**src/rtl/mc_ctrl_if.sv**
```systemverilog
`default_nettype none
// ============================================================================
// Module      : mc_ctrl_if
// Description : Control/status bundle between mc_ctrl and the MIPS datapath.
// Revision    : 1.0  initial release
// ============================================================================
interface mc_ctrl_if;
   logic [5:0] op;
   logic [5:0] funct;
   logic       zero;
   logic       imem_ready;
   logic       dmem_ready;
   logic       imem_req;
   logic       ir_write;
   logic       pc_write;
   logic [1:0] pc_src;
   logic       reg_write;
   logic       reg_dst;
   logic       mem_to_reg;
   logic       alu_src_b;
   logic [5:0] alu_ctrl;
   logic       dmem_req;
   logic       dmem_we;
   logic       illegal;
   logic [2:0] state_o;

   modport master (
      input  op, funct, zero, imem_ready, dmem_ready,
      output imem_req, ir_write, pc_write, pc_src, reg_write, reg_dst,
             mem_to_reg, alu_src_b, alu_ctrl, dmem_req, dmem_we, illegal, state_o
   );

   modport slave (
      output op, funct, zero, imem_ready, dmem_ready,
      input  imem_req, ir_write, pc_write, pc_src, reg_write, reg_dst,
             mem_to_reg, alu_src_b, alu_ctrl, dmem_req, dmem_we, illegal, state_o
   );
endinterface
`default_nettype wire

```
**src/rtl/mc_ctrl.sv**
```systemverilog
`default_nettype none
// ============================================================================
// Module      : mc_ctrl
// Description : Multi-cycle Moore sequencer (FETCH/DECODE/EXEC/MEM/WB/TRAP).
//               Optional performance counters: define MC_CTRL_PERF_CNT_EN.
// Revision    : 1.0  initial release
// ============================================================================
module mc_ctrl #(
   parameter logic [5:0] FUNCT_ADDU = 6'h21,
   parameter logic [5:0] FUNCT_SUBU = 6'h23
`ifdef MC_CTRL_PERF_CNT_EN
   ,
   parameter int unsigned PERF_W = 32
`endif
) (
   input  logic             clock,
   input  logic             reset,
   mc_ctrl_if.master        bus
`ifdef MC_CTRL_PERF_CNT_EN
   ,
   output logic [PERF_W-1:0] cycle_cnt,
   output logic [PERF_W-1:0] instr_cnt
`endif
);

   typedef enum logic [2:0] {
      S_FETCH  = 3'd0,
      S_DECODE = 3'd1,
      S_EXEC   = 3'd2,
      S_MEM    = 3'd3,
      S_WB     = 3'd4,
      S_TRAP   = 3'd7
   } state_t;

   localparam logic [5:0] OP_RTYPE = 6'h00;
   localparam logic [5:0] OP_ADDIU = 6'h09;
   localparam logic [5:0] OP_LW    = 6'h23;
   localparam logic [5:0] OP_SW    = 6'h2b;
   localparam logic [5:0] OP_BEQ   = 6'h04;
   localparam logic [5:0] OP_J     = 6'h02;

   state_t state_q, state_d;
   logic   illegal_q, illegal_d;
   logic   supported;

   always_comb begin
      supported = 1'b0;
      case (bus.op)
         OP_RTYPE: begin
            case (bus.funct)
               6'h21, 6'h23, 6'h24, 6'h25, 6'h2a: supported = 1'b1;
               default:                           supported = 1'b0;
            endcase
         end
         OP_ADDIU, OP_LW, OP_SW, OP_BEQ, OP_J: supported = 1'b1;
         default:                              supported = 1'b0;
      endcase
   end

   always_ff @(posedge clock) begin
      if (reset) begin
         state_q   <= S_FETCH;
         illegal_q <= 1'b0;
      end else begin
         state_q   <= state_d;
         illegal_q <= illegal_d;
      end
   end

   always_comb begin
      state_d        = state_q;
      illegal_d      = illegal_q;
      bus.imem_req   = 1'b0;
      bus.ir_write   = 1'b0;
      bus.pc_write   = 1'b0;
      bus.pc_src     = 2'd0;
      bus.reg_write  = 1'b0;
      bus.reg_dst    = 1'b0;
      bus.mem_to_reg = 1'b0;
      bus.alu_src_b  = 1'b0;
      bus.alu_ctrl   = 6'h00;
      bus.dmem_req   = 1'b0;
      bus.dmem_we    = 1'b0;
      bus.illegal    = illegal_q;
      bus.state_o    = state_q;

      case (state_q)
         S_FETCH: begin
            bus.imem_req = 1'b1;
            if (bus.imem_ready) begin
               bus.ir_write = 1'b1;
               bus.pc_write = 1'b1;
               state_d      = S_DECODE;
            end
         end
         S_DECODE: begin
            if (bus.op == OP_J) begin
               bus.pc_write = 1'b1;
               bus.pc_src   = 2'd2;
               state_d      = S_FETCH;
            end else if (supported) begin
               state_d = S_EXEC;
            end else begin
               state_d   = S_TRAP;
               illegal_d = 1'b1;
            end
         end
         S_EXEC: begin
            case (bus.op)
               OP_RTYPE: begin
                  bus.alu_ctrl = bus.funct;
                  state_d      = S_WB;
               end
               OP_ADDIU: begin
                  bus.alu_src_b = 1'b1;
                  bus.alu_ctrl  = FUNCT_ADDU;
                  state_d       = S_WB;
               end
               OP_LW, OP_SW: begin
                  bus.alu_src_b = 1'b1;
                  bus.alu_ctrl  = FUNCT_ADDU;
                  state_d       = S_MEM;
               end
               OP_BEQ: begin
                  bus.alu_ctrl = FUNCT_SUBU;
                  bus.pc_write = bus.zero;
                  bus.pc_src   = 2'd1;
                  state_d      = S_FETCH;
               end
               default: begin
                  state_d   = S_TRAP;
                  illegal_d = 1'b1;
               end
            endcase
         end
         S_MEM: begin
            // Address path stays driven so the memory sees a stable address while stalled.
            bus.alu_src_b = 1'b1;
            bus.alu_ctrl  = FUNCT_ADDU;
            bus.dmem_req  = 1'b1;
            bus.dmem_we   = (bus.op == OP_SW);
            if (bus.dmem_ready) begin
               state_d = (bus.op == OP_LW) ? S_WB : S_FETCH;
            end
         end
         S_WB: begin
            bus.reg_write = 1'b1;
            if (bus.op == OP_RTYPE) begin
               bus.reg_dst  = 1'b1;
               bus.alu_ctrl = bus.funct;
            end else begin
               bus.alu_src_b  = 1'b1;
               bus.alu_ctrl   = FUNCT_ADDU;
               bus.mem_to_reg = (bus.op == OP_LW);
            end
            state_d = S_FETCH;
         end
         S_TRAP: begin
            state_d = S_TRAP;
         end
         default: begin
            state_d = S_FETCH;
         end
      endcase

      if (reset) begin
         bus.imem_req   = 1'b0;
         bus.ir_write   = 1'b0;
         bus.pc_write   = 1'b0;
         bus.pc_src     = 2'd0;
         bus.reg_write  = 1'b0;
         bus.reg_dst    = 1'b0;
         bus.mem_to_reg = 1'b0;
         bus.alu_src_b  = 1'b0;
         bus.alu_ctrl   = 6'h00;
         bus.dmem_req   = 1'b0;
         bus.dmem_we    = 1'b0;
         bus.illegal    = 1'b0;
      end
   end

`ifdef MC_CTRL_PERF_CNT_EN
   localparam logic [PERF_W-1:0] CNT_ONE = PERF_W'(1);

   logic retire;
   assign retire = ((state_q == S_DECODE) && (bus.op == OP_J))
                || ((state_q == S_EXEC) && (bus.op == OP_BEQ))
                || ((state_q == S_MEM) && bus.dmem_ready && (bus.op == OP_SW))
                ||  (state_q == S_WB);

   always_ff @(posedge clock) begin
      if (reset) begin
         cycle_cnt <= '0;
         instr_cnt <= '0;
      end else begin
         if (state_q != S_TRAP) cycle_cnt <= cycle_cnt + CNT_ONE;
         if (retire)            instr_cnt <= instr_cnt + CNT_ONE;
      end
   end
`endif

endmodule
`default_nettype wire

```
**src/flat_wrapper.sv**
```systemverilog
// flat-port wrapper written by rule: the top's interface ports become plain ports
module mc_ctrl_flat 
#(
   parameter logic [5:0] FUNCT_ADDU = 6'h21,
   parameter logic [5:0] FUNCT_SUBU = 6'h23

)
  (clock, reset, bus_op, bus_funct, bus_zero, bus_imem_ready, bus_dmem_ready, bus_imem_req, bus_ir_write, bus_pc_write, bus_pc_src, bus_reg_write, bus_reg_dst, bus_mem_to_reg, bus_alu_src_b, bus_alu_ctrl, bus_dmem_req, bus_dmem_we, bus_illegal, bus_state_o);
  mc_ctrl_if bus_i ();
  input  logic clock;
  input  logic reset;
  input wire logic [$bits(bus_i.op)-1:0] bus_op;
  input wire logic [$bits(bus_i.funct)-1:0] bus_funct;
  input wire logic [$bits(bus_i.zero)-1:0] bus_zero;
  input wire logic [$bits(bus_i.imem_ready)-1:0] bus_imem_ready;
  input wire logic [$bits(bus_i.dmem_ready)-1:0] bus_dmem_ready;
  output wire logic [$bits(bus_i.imem_req)-1:0] bus_imem_req;
  output wire logic [$bits(bus_i.ir_write)-1:0] bus_ir_write;
  output wire logic [$bits(bus_i.pc_write)-1:0] bus_pc_write;
  output wire logic [$bits(bus_i.pc_src)-1:0] bus_pc_src;
  output wire logic [$bits(bus_i.reg_write)-1:0] bus_reg_write;
  output wire logic [$bits(bus_i.reg_dst)-1:0] bus_reg_dst;
  output wire logic [$bits(bus_i.mem_to_reg)-1:0] bus_mem_to_reg;
  output wire logic [$bits(bus_i.alu_src_b)-1:0] bus_alu_src_b;
  output wire logic [$bits(bus_i.alu_ctrl)-1:0] bus_alu_ctrl;
  output wire logic [$bits(bus_i.dmem_req)-1:0] bus_dmem_req;
  output wire logic [$bits(bus_i.dmem_we)-1:0] bus_dmem_we;
  output wire logic [$bits(bus_i.illegal)-1:0] bus_illegal;
  output wire logic [$bits(bus_i.state_o)-1:0] bus_state_o;
  assign bus_i.op = bus_op;
  assign bus_i.funct = bus_funct;
  assign bus_i.zero = bus_zero;
  assign bus_i.imem_ready = bus_imem_ready;
  assign bus_i.dmem_ready = bus_dmem_ready;
  assign bus_imem_req = bus_i.imem_req;
  assign bus_ir_write = bus_i.ir_write;
  assign bus_pc_write = bus_i.pc_write;
  assign bus_pc_src = bus_i.pc_src;
  assign bus_reg_write = bus_i.reg_write;
  assign bus_reg_dst = bus_i.reg_dst;
  assign bus_mem_to_reg = bus_i.mem_to_reg;
  assign bus_alu_src_b = bus_i.alu_src_b;
  assign bus_alu_ctrl = bus_i.alu_ctrl;
  assign bus_dmem_req = bus_i.dmem_req;
  assign bus_dmem_we = bus_i.dmem_we;
  assign bus_illegal = bus_i.illegal;
  assign bus_state_o = bus_i.state_o;
  mc_ctrl #(.FUNCT_ADDU(FUNCT_ADDU), .FUNCT_SUBU(FUNCT_SUBU)) u_core (.clock(clock), .reset(reset), .bus(bus_i));
endmodule
```
**config.mk**
```make
export PLATFORM = sky130hd
export DESIGN_NAME = mc_ctrl_flat
export DESIGN_NICKNAME = d
export VERILOG_FILES = /design/src/rtl/mc_ctrl_if.sv /design/src/rtl/mc_ctrl.sv /design/src/flat_wrapper.sv
export SDC_FILE = /design/constraint.sdc
export NUM_CORES = 1
export LEC_CHECK = 0
export BUFFER_PORTS_ARGS = -buffer_cell sky130_fd_sc_hd__buf_4
export CAP_MARGIN = 20
export CORE_MARGIN = 2
export CORE_UTILIZATION = 50
export CTS_BUF_LIST = sky130_fd_sc_hd__clkbuf_8
export DETAILED_ROUTE_END_ITERATION = 6
export HOLD_SLACK_MARGIN = 0.06
export PLACE_DENSITY = 0.85
export SLEW_MARGIN = 10
export SYNTH_ARGS = -nofsm -noshare
export SYNTH_HDL_FRONTEND = slang
export SYNTH_SLANG_ARGS = --single-unit
```
**constraint.sdc**
```tcl
create_clock -name clock -period 3.1 [get_ports clock]
set_input_delay 0.31 -clock clock [delete_from_list [all_inputs] [get_ports clock]]
set_output_delay 0.31 -clock clock [all_outputs]
set_load 0.03 [all_outputs]
```
==> results of run 1 <==
power breakdown:
| group | switching [mW] | leakage (nW) | internal (mW) |
|---|---|---|---|
| clock network | 0.0271 | 0.0216 | 0.0828 |
| logic | 0.253 | 0.387 | 0.154 |
| registers | 0.0597 | 0.0330 | 0.0732 |
flip-flops by register name (all words and copies together) (netlist names):
signal / flops
u_core.bus.state_o: 3
u_core.illegal_q: 1
worst min path at each step:
stage | endpoint | slack, ns | startpoint
floorplan | u_core.bus.state_o[0]$_SDFFE_PP0P_ | 0.53 | bus_imem_ready
global placement | u_core.illegal_q$_SDFFE_PP0P_ | 0.58 | u_core.illegal_q$_SDFFE_PP0P_
detailed placement | u_core.bus.state_o[1]$_SDFFE_PP0P_ | 0.59 | reset
CTS | u_core.bus.state_o[1]$_SDFFE_PP0P_ | 0.36 | reset
global route | u_core.bus.state_o[1]$_SDFFE_PP0P_ | 0.38 | reset
finish | u_core.bus.state_o[1]$_SDFFE_PP0P_ | 0.37 | reset
stage by stage:
step	total power, mW	instance area, um^2	setup WS, ns	util, %	instances
after floorplan	0.4009	734.5	0.01867	-	115
after global placement	0.5175	980.9	0.9104	73.55	157
after detailed placement	0.5304	980.9	0.8772	73.55	157
after CTS	0.6427	1022	0.8491	76.64	160
after global routing	0.6964	1022	0.7541	76.64	160
final	0.6495	1022	0.7506	76.64	160
Yosys cell counts, types with 2 or more instances:
cell      number
nand3b_1       2
nor2_1        12
o211ai_1       2
nand2b_1       5
clkbuf_1       4
nand3_1        5
nor4_1         4
a211oi_1       3
nand2_1       12
o21ai_1        2
buf_2          4
dfxtp_1        4
and2_1         3
a21oi_1        5
o31ai_1        2
nor3_1         7
nor2b_1        3
inv_1          5
nor3b_1        2
a31oi_1        3
o21ai_0        5
nor4b_1        2
worst max-delay path: cells and delay by family (launching register included):
family,cells,cell delay (ns)
AND/OR/NAND/NOR,3,0.98
flip-flops,1,0.60
buffers and inverters,1,0.25
layout by cell type (no fill, tap or decap):
cell type / synthesis / final
nor3b_1: 2 / 2
o21ba_1: 1 / 1
a21oi_1: 5 / 5
or3b_1: 1 / 1
a211oi_1: 3 / 3
a31oi_1: 3 / 3
and2_1: 3 / 3
and4b_1: 1 / 1
a2111oi_0: 1 / 1
nor2b_1: 3 / 3
nand2_1: 12 / 12
o2111ai_1: 1 / 1
buf_4: 0 / 37
mux2i_1: 1 / 1
o31ai_1: 2 / 2
o21ai_0: 5 / 5
dfxtp_1: 4 / 4
o21bai_1: 1 / 1
o31a_1: 1 / 1
a21boi_0: 1 / 1
nor3_4: 1 / 1
nand3_1: 5 / 5
o221ai_1: 1 / 1
nor4_1: 4 / 4
nor3_1: 7 / 7
inv_1: 5 / 5
o21ai_1: 2 / 2
nor2_1: 12 / 12
nor4b_1: 2 / 2
o311ai_0: 1 / 1
clkbuf_8: 0 / 3
or4_1: 1 / 1
o211ai_1: 2 / 2
or4_4: 1 / 1
nand3b_1: 2 / 2
nand4b_1: 1 / 1
nand2b_1: 5 / 5
a2111oi_2: 1 / 1
nand4_1: 1 / 1
logic make-up (layout without fill, tap and decap cells):
family	after synthesis	in the layout	share of synthesized area, %
AND/OR/NAND/NOR	64	64	49.06
AO/OA/AOI/OAI	31	31	29.30
buffers and inverters	15	45	9.369
flip-flops	4	4	10.90
multiplexers	1	1	1.363
routing by layer:
metal | wire (um) | vias to the layer above
met2 | 1175 | 78
met4 | 92 | 0
met3 | 257 | 12
li1 | - | 491
met5 | 0 | -
met1 | 970 | 466
final cells by class:
| class | instances | area share [%] |
|---|---|---|
| clock buffers | 3 | 4.039 |
| flip-flops and latches | 4 | 7.834 |
| well taps | 15 | 1.836 |
| inverters | 5 | 1.836 |
| multi-input cells | 96 | 57.28 |
| repair buffers | 37 | 27.17 |
==> impl_metrics.toml, run 1 <==
[min_path]
hold_class = "in2reg"
holdPathStages = 2

[global_routing]
grt_pass1_vias = 945
use_met1_pct = 36.18
grt_max_degree = 17
grt_pass1_wl_um = 4077
grtUsageTotal_pct = 28.75
grt.busiest_layer = "met2"
grt_antenna_before_repair = 0
met3_usage_pct = 4.310
grt_util_met2_pct = 46.77
gr-total-overflow = 0

[drt]
antenna_left = 0
drc = 0
wl_per_cell_um = 15.59
drtIter0Drc = 42
routed_wl_um = 2495
vias_per_cell = 6.544
vias = 1047
first_pass_iters = 4

[layout]
drive_gt1_share_pct = 29.66
num-fill-cells = 102
num_antenna_cells = 0
area_growth_pct = 39.18
nets = 164
multi_input_area_um2 = 585.6
register_area_um2 = 80.08

[timing]
rsz0062_at_grt = "no"
hold_ws_ns = 0.3735
fin_skew_ns = 0.003825
setup_tns_ns = 0
max_freq_mhz = 425.6
slew_violations = 0
finalHoldViolCount = 0
slew-limit-headroom_pct = 67.71
setup_viol = 0
tightest_slew_ns = 0.4837
min_period_ns = 2.349
period_share_pct = 75.79

[synth]
synth.area.top_cells = "dfxtp_1, nand2_1, nor2_1, nor3_1, nand2b_1"
synth_seq_cells = 4
async_flop_share_pct = 0
syn_area_um2 = 734.5
ys_seq_area_share_pct = 10.90
synth_edf_count = 0
postSynthCellCount = 115
yosysTopAreaCell = "dfxtp_1"
ys.warnings.count = 0
synth_cell_types = 41
synthesis.nets = 132
syn_area_per_cell_um2 = 6.387
ys.flop_type = "dfxtp_1"
synth_top_cell_area_share_pct = 10.90

[critical_path]
critPathLaunchType = "register"
r2r_setup_slack_ns = 1.31
crit_fanout = 13
crit_chain = "nand2b_1, nor3b_1, nor4b_1, buf_4"
cp.required_ns = 2.79
r2r_start = "u_core.bus.state_o[1]$_SDFFE_PP0P_"
timing.rr.end = "u_core.bus.state_o[0]$_SDFFE_PP0P_"
worstPathArrival_ns = 2.04
critPathCapture = "bus_dmem_we"
max_stage_delay_ns = 0.60
critPathKind = "reg2out"
worstSetupStartpoint = "u_core.bus.state_o[0]$_SDFFE_PP0P_"
worstSetupEndpointType = "primary output"
cp_slowest_cell = "dfxtp_1"
rr_worst_depth = 5

[place]
port-buffer-count = 37
place.gp.congestion = 0.8938
hpwl_um = 1843

[clocking]
numClockSinks = 4
h-tree-depth = 1
clockBufferDepth = 2
postCtsHoldBufs = 0
post_cts_buffers = 0
tritoncts = "yes"
numCtsBuffers = 3
clock_latency_ns = 0.22
cts_resized = 0
clk_pin_slew_ns = 0.03
cts-root-buf = "clkbuf_8"

[floorplanning]
die_area_um2 = 1791
dieWidth_um = 42.33
rows = 13
start_util_pct = 55.07
ios = 38
core_um2 = 1334
die_h_um = 42.33

[pwr]
power_density_nw_per_um2 = 635.4
p_leak_nw = 0.4419
ir_drop_v = 0.0006049

[run]
maxCapViolCount = 0

[run_status]
status = "complete, no violations"
Note: power is estimated with default switching activity, not from simulation.
==> run 2: changes to the inputs <==
--- a/config.mk
+++ b/config.mk
@@ -5,14 +5,15 @@
 export SDC_FILE = /design/constraint.sdc
 export NUM_CORES = 1
 export LEC_CHECK = 0
+export ABC_AREA = 1
 export BUFFER_PORTS_ARGS = -buffer_cell sky130_fd_sc_hd__buf_4
 export CAP_MARGIN = 20
 export CORE_MARGIN = 2
-export CORE_UTILIZATION = 50
+export CORE_UTILIZATION = 45
 export CTS_BUF_LIST = sky130_fd_sc_hd__clkbuf_8
 export DETAILED_ROUTE_END_ITERATION = 6
 export HOLD_SLACK_MARGIN = 0.06
-export PLACE_DENSITY = 0.85
+export PLACE_DENSITY = 0.79
 export SLEW_MARGIN = 10
 export SYNTH_ARGS = -nofsm -noshare
 export SYNTH_HDL_FRONTEND = slang
==> constraint.sdc (replaced) <==
create_clock -name clock -period 2.25 [get_ports clock]
set_input_delay 0.225 -clock clock [delete_from_list [all_inputs] [get_ports clock]]
set_output_delay 0.225 -clock clock [all_outputs]
set_load 0.03 [all_outputs]
==> run 2 against run 1 <==
Against the previous run:
- sequential power increased by 9%
- hold slack worse by 0.082 ns
- sequential cell count did not move
- setup slack lost 0.39 ns
- critical path depth up 3
- largest cell class unchanged
- largest power group unchanged
==> impl_metrics.toml, run 2 <==
[run_status]
status = "complete, no violations"

[global_routing]
grt_antenna_before_repair = 0
grt_max_degree = 17
grt_pass1_wl_um = 3463
grtUsageTotal_pct = 24.02
gr-total-overflow = 0
grt_pass1_vias = 824

[layout]
fin_cells = 175
mostFrequentLayoutCell = "buf_4"
stdcell_area_um2 = 1013
area_growth_pct = 49.72
largest_reg_flops = 3
drive_gt1_share_pct = 41.25
layout_common_cells = "buf_4, nand2_1, inv_1, nor2_1, nor3_1"
num_antenna_cells = 0
nets = 179

[timing]
slew_violations = 0
setup_tns_ns = 0
min_period_ns = 1.886
finalHoldViolCount = 0
fin_skew_ns = 0.001250
tightest_slew_ns = 0.3296
period_share_pct = 83.81
max_freq_mhz = 530.3
slew-limit-headroom_pct = 77.99
rsz0062_at_grt = "no"
setup_viol = 0
hold_ws_ns = 0.2917

[floorplanning]
ios = 38
core_um2 = 1350
rows = 13
die_area_um2 = 1831
start_util_pct = 50.14
dieWidth_um = 42.79
die_h_um = 42.79

[pwr]
p_total_mw = 0.8792
ir_drop_v = 0.0006973
power_density_nw_per_um2 = 867.5
p_leak_nw = 0.5382

[drt]
drc = 0
drtIter0Drc = 30
wl_per_cell_um = 11.74
first_pass_iters = 4
routed_wl_um = 2054
vias_per_cell = 5.286
antenna_left = 0
vias = 925

[synth]
synthesis.nets = 139
synth-xor-area-share_pct = 0
synth_top_cell_area_share_pct = 12.20
synth_edf_count = 0
synth_cell_types = 25
synth.area.top_cells = "nand2_1, dfxtp_1, inv_1, nor2_1, nand3_2"
ys.flop_type = "dfxtp_1"
synthAdderAreaFrac_pct = 0
async_flop_share_pct = 0
synth_compound_area_share_pct = 17.19
yosysMostFrequentCell = "nand2_1"
muxShareOfSynthArea_pct = 0
syn_area_per_cell_um2 = 5.548
synth_seq_cells = 4
synth_top_family_by_area = "simple AND/OR/NAND/NOR gates"
ys.warnings.count = 0
yosys-top-cells-count = "nand2_1, inv_1, nor2_1"
yosysTopAreaCell = "nand2_1"
syn_area_um2 = 676.9
postSynthCellCount = 122
ys_seq_area_share_pct = 11.83
synth-simple-area-share_pct = 56.01

[run]
maxCapViolCount = 0

[place]
hpwl_um = 1617
place_area_um2 = 972.2
port-buffer-count = 37
place.gp.congestion = 0.9238
dp_cells = 172

[critical_path]
crit_chain = "inv_1, nor3_4, inv_2, nor2_1, nor3_1, a21oi_1, buf_4"
critPathLaunchType = "register"
crit_fanout = 7
critical_path_buf_inv_count = 3
worstPathArrival_ns = 1.66
cp_slowest_cell = "dfxtp_1"
worstSetupEndpointType = "primary output"
max_stage_delay_ns = 0.40
critPathKind = "reg2out"
cp.required_ns = 2.03
cp_top_family = "simple AND/OR/NAND/NOR gates"

[clocking]
post_cts_buffers = 0
cts_resized = 0
cts-root-buf = "clkbuf_8"
clock_latency_ns = 0.22
numCtsBuffers = 3
clk_pin_slew_ns = 0.03
h-tree-depth = 1
tritoncts = "yes"
clockBufferDepth = 2
postCtsHoldBufs = 0
numClockSinks = 4

[min_path]
hold_class = "in2reg"
[run 2: cell count changes after synthesis, moves of 5 or more]
cell / before / now
inv_1: 5 / 19
nor2_2: 0 / 6
inv_2: 0 / 6
nor2_1: 12 / 18
nand2b_1: 5 / 0
nand2_1: 12 / 22
[run 2: cell type report]
class,count,area [um^2]
Multi-Input combinational cell,91,501.7
Fill cell,117,336.6
Timing Repair Buffer,37,277.8
Inverter,25,93.84
Sequential cell,4,80.08
Clock buffer,3,41.29
Tap cell,15,18.77
[run 2: cell families after synthesis]
logic type / count (synthesis)
AO/OA/AOI/OAI: 19
flip-flops: 4
buffers and inverters: 27
AND/OR/NAND/NOR: 72
[run 2: routing by layer]
layer | GRT usage [%] | part of all wire, % | up-vias
li1 | - | - | 468
met1 | 32.74 | 43 | 405
met2 | 36.97 | 47 | 44
met3 | 4.255 | 8.0 | 8
met4 | 9.375 | 2.4 | 0
met5 | 0 | 0 | -
[run 2: worst paths after layout]
kind | slack, ns | cells after the start | startpoint | endpoint
worst max-delay path | 0.36 | 7 | u_core.bus.state_o[1]$_SDFFE_PP0P_ | bus_alu_ctrl[0]
worst min-delay path | 0.29 | 2 | reset | u_core.bus.state_o[0]$_SDFFE_PP0P_
worst max register to register | 0.94 | 8 | u_core.bus.state_o[0]$_SDFFE_PP0P_ | u_core.bus.state_o[0]$_SDFFE_PP0P_
worst min register to register | 0.61 | 3 | u_core.illegal_q$_SDFFE_PP0P_ | u_core.illegal_q$_SDFFE_PP0P_
[run 2: per-stage QoR]
stage                     worst slack, ns  util (%)
final                              0.3643     75.07
after global routing               0.1885     75.07
after CTS                          0.4056     75.07
after detailed placement           0.6473     72.01
after global placement             0.6414     72.01
after floorplan                   0.04708         -
[run 2: power breakdown]
part	leakage, nW	switching, mW	internal (mW)
clock network	0.0216	0.0407	0.114
registers	0.0330	0.0432	0.102
logic	0.484	0.370	0.208
==> run 3: changes to the inputs <==
==> constraint.sdc (replaced) <==
create_clock -name clock -period 1.81 [get_ports clock]
set_input_delay 0.181 -clock clock [delete_from_list [all_inputs] [get_ports clock]]
set_output_delay 0.181 -clock clock [all_outputs]
set_load 0.03 [all_outputs]
==> run 3 against run 2 <==
Against the previous run:
- critical path depth down 1
- total power up 28%
- register-to-register slack worse by 0.44 ns
- critical endpoint is now bus_alu_ctrl[2]
- core utilization rose by 4.0 points
- final area rose by 5.3%
- highest routed layer unchanged
- hold slack worse by 0.033 ns
- clock power is 20% higher
- clock-buffer cell count unchanged
- cell count grew 1.1%
==> impl_metrics.toml, run 3 (synthesized netlist as in run 2, its figures left out) <==
[timing]
fin_skew_ns = 0.001640
fin_ws_ns = 0.1278
min_period_ns = 1.682
slew-limit-headroom_pct = 82.20
hold_ws_ns = 0.2582
tightest_slew_ns = 0.2653
rsz0062_at_grt = "no"
max_freq_mhz = 594.4
period_share_pct = 92.94
setup_tns_ns = 0
finalHoldViolCount = 0
slew_violations = 0
setup_viol = 0

[critical_path]
cp.depth = 6
critPathKind = "reg2out"
cp_slowest_cell = "dfxtp_1"
cp_top_family = "flip-flops"
cp.required_ns = 1.63
worstPathArrival_ns = 1.50
crit_chain = "nor2_2, nand2_1, inv_1, o21ai_1, nor3_1, buf_4"
critical_path_buf_inv_count = 2
rr_worst_depth = 8
max_stage_delay_ns = 0.43
worstSetupEndpointType = "primary output"
critPathLaunchType = "register"
crit_fanout = 5

[layout]
num_antenna_cells = 0
stdcell_area_um2 = 1067
layout_common_cells = "buf_4, nand2_1, inv_1, nor2_1, nor2_2"
fin_util_pct = 79.05
mostFrequentLayoutCell = "buf_4"
fin_cells = 177
nets = 181
largest_reg_flops = 3
drive_gt1_share_pct = 48.15
area_growth_pct = 57.67

[global_routing]
gr-total-overflow = 0
grt_max_degree = 17
grtUsageTotal_pct = 23.85
grt_antenna_before_repair = 0
grt_pass1_vias = 790
grt_pass1_wl_um = 3367

[run_status]
status = "complete, no violations"

[drt]
first_pass_iters = 4
wl_per_cell_um = 11.20
drc = 0
vias_per_cell = 5.169
antenna_left = 0
drtIter0Drc = 31
vias = 915
routed_wl_um = 1982

[run]
maxCapViolCount = 0

[pwr]
power_density_nw_per_um2 = 1056
p_total_mw = 1.127
ir_drop_v = 0.0008730
p_leak_nw = 0.5595

[clocking]
clockBufferDepth = 2
cts-root-buf = "clkbuf_8"
numCtsBuffers = 3
numClockSinks = 4
tritoncts = "yes"
h-tree-depth = 1
clk_pin_slew_ns = 0.03
clock_latency_ns = 0.22

[floorplanning]
start_util_pct = 50.14
rows = 13
dieWidth_um = 42.79
core_um2 = 1350
die_h_um = 42.79
die_area_um2 = 1831
ios = 38

[place]
place.gp.congestion = 0.8436
hpwl_um = 1630
port-buffer-count = 37
place_area_um2 = 999.7
dp_cells = 172
place_ws_ns = 0.2343

[min_path]
hold_class = "in2reg"
holdPathStages = 2
==> run 3: cell count changes in the layout (fill, tap and decap cells not counted), moves of 2 or more <==
cell / before / now
buf_4: 37 / 39
nor2_1: 18 / 14
dfxtp_1: 4 / 2
dfxtp_2: 0 / 2
nor2_2: 6 / 10
==> run 3: layout make-up <==
cell class | count | area, um^2
Clock buffer | 3 | 41.29
Fill cell | 119 | 282.8
Inverter | 25 | 93.84
Multi-Input combinational cell | 91 | 538.0
Sequential cell | 4 | 82.58
Tap cell | 15 | 18.77
Timing Repair Buffer | 39 | 292.8
==> run 3: timing repair <==
action / in CTS / in global routing
pin swaps: 1 / 1
cloned: 0 / 0
setup endpoints to repair: 1 / 7
resized for setup: 0 / 5
hold buffers: 0 / 0
endpoints found under the hold margin: 0 / 0
setup buffers: 2 / 0
==> run 3: worst register-to-register path, stage by stage (launching register included) <==
cell and delay [ns]:
dfxtp_1 0.43, nand2_1 0.13, nor2_2 0.10, inv_2 0.07
or2_4 0.25, o21ai_2 0.06, inv_2 0.04, nand2_1 0.07
a21oi_2 0.04
==> run 3: worst paths after layout <==
check | start | endpoint | slack, ns
worst min register to register | u_core.illegal_q$_SDFFE_PP0P_ | u_core.illegal_q$_SDFFE_PP0P_ | 0.58
worst max register to register | u_core.bus.state_o[0]$_SDFFE_PP0P_ | u_core.bus.state_o[0]$_SDFFE_PP0P_ | 0.50
worst max-delay path | u_core.bus.state_o[0]$_SDFFE_PP0P_ | bus_alu_ctrl[2] | 0.13
worst min-delay path | reset | u_core.bus.state_o[0]$_SDFFE_PP0P_ | 0.26
==> run 3: metal layers <==
| layer | GRT usage [%] | part of all wire, % | up-vias |
|---|---|---|---|
| met4 | 11.25 | 1.9 | 0 |
| met1 | 30.20 | 44 | 407 |
| met5 | 0 | 0 | - |
| met2 | 37.88 | 47 | 34 |
| met3 | 5.106 | 7.8 | 4 |
| li1 | - | - | 470 |
==> run 3: report_power, final <==
| part | internal, mW | switching, mW |
|---|---|---|
| registers | 0.131 | 0.0534 |
| logic | 0.286 | 0.470 |
| clock network | 0.142 | 0.0443 |
| total | 0.559 | 0.568 |
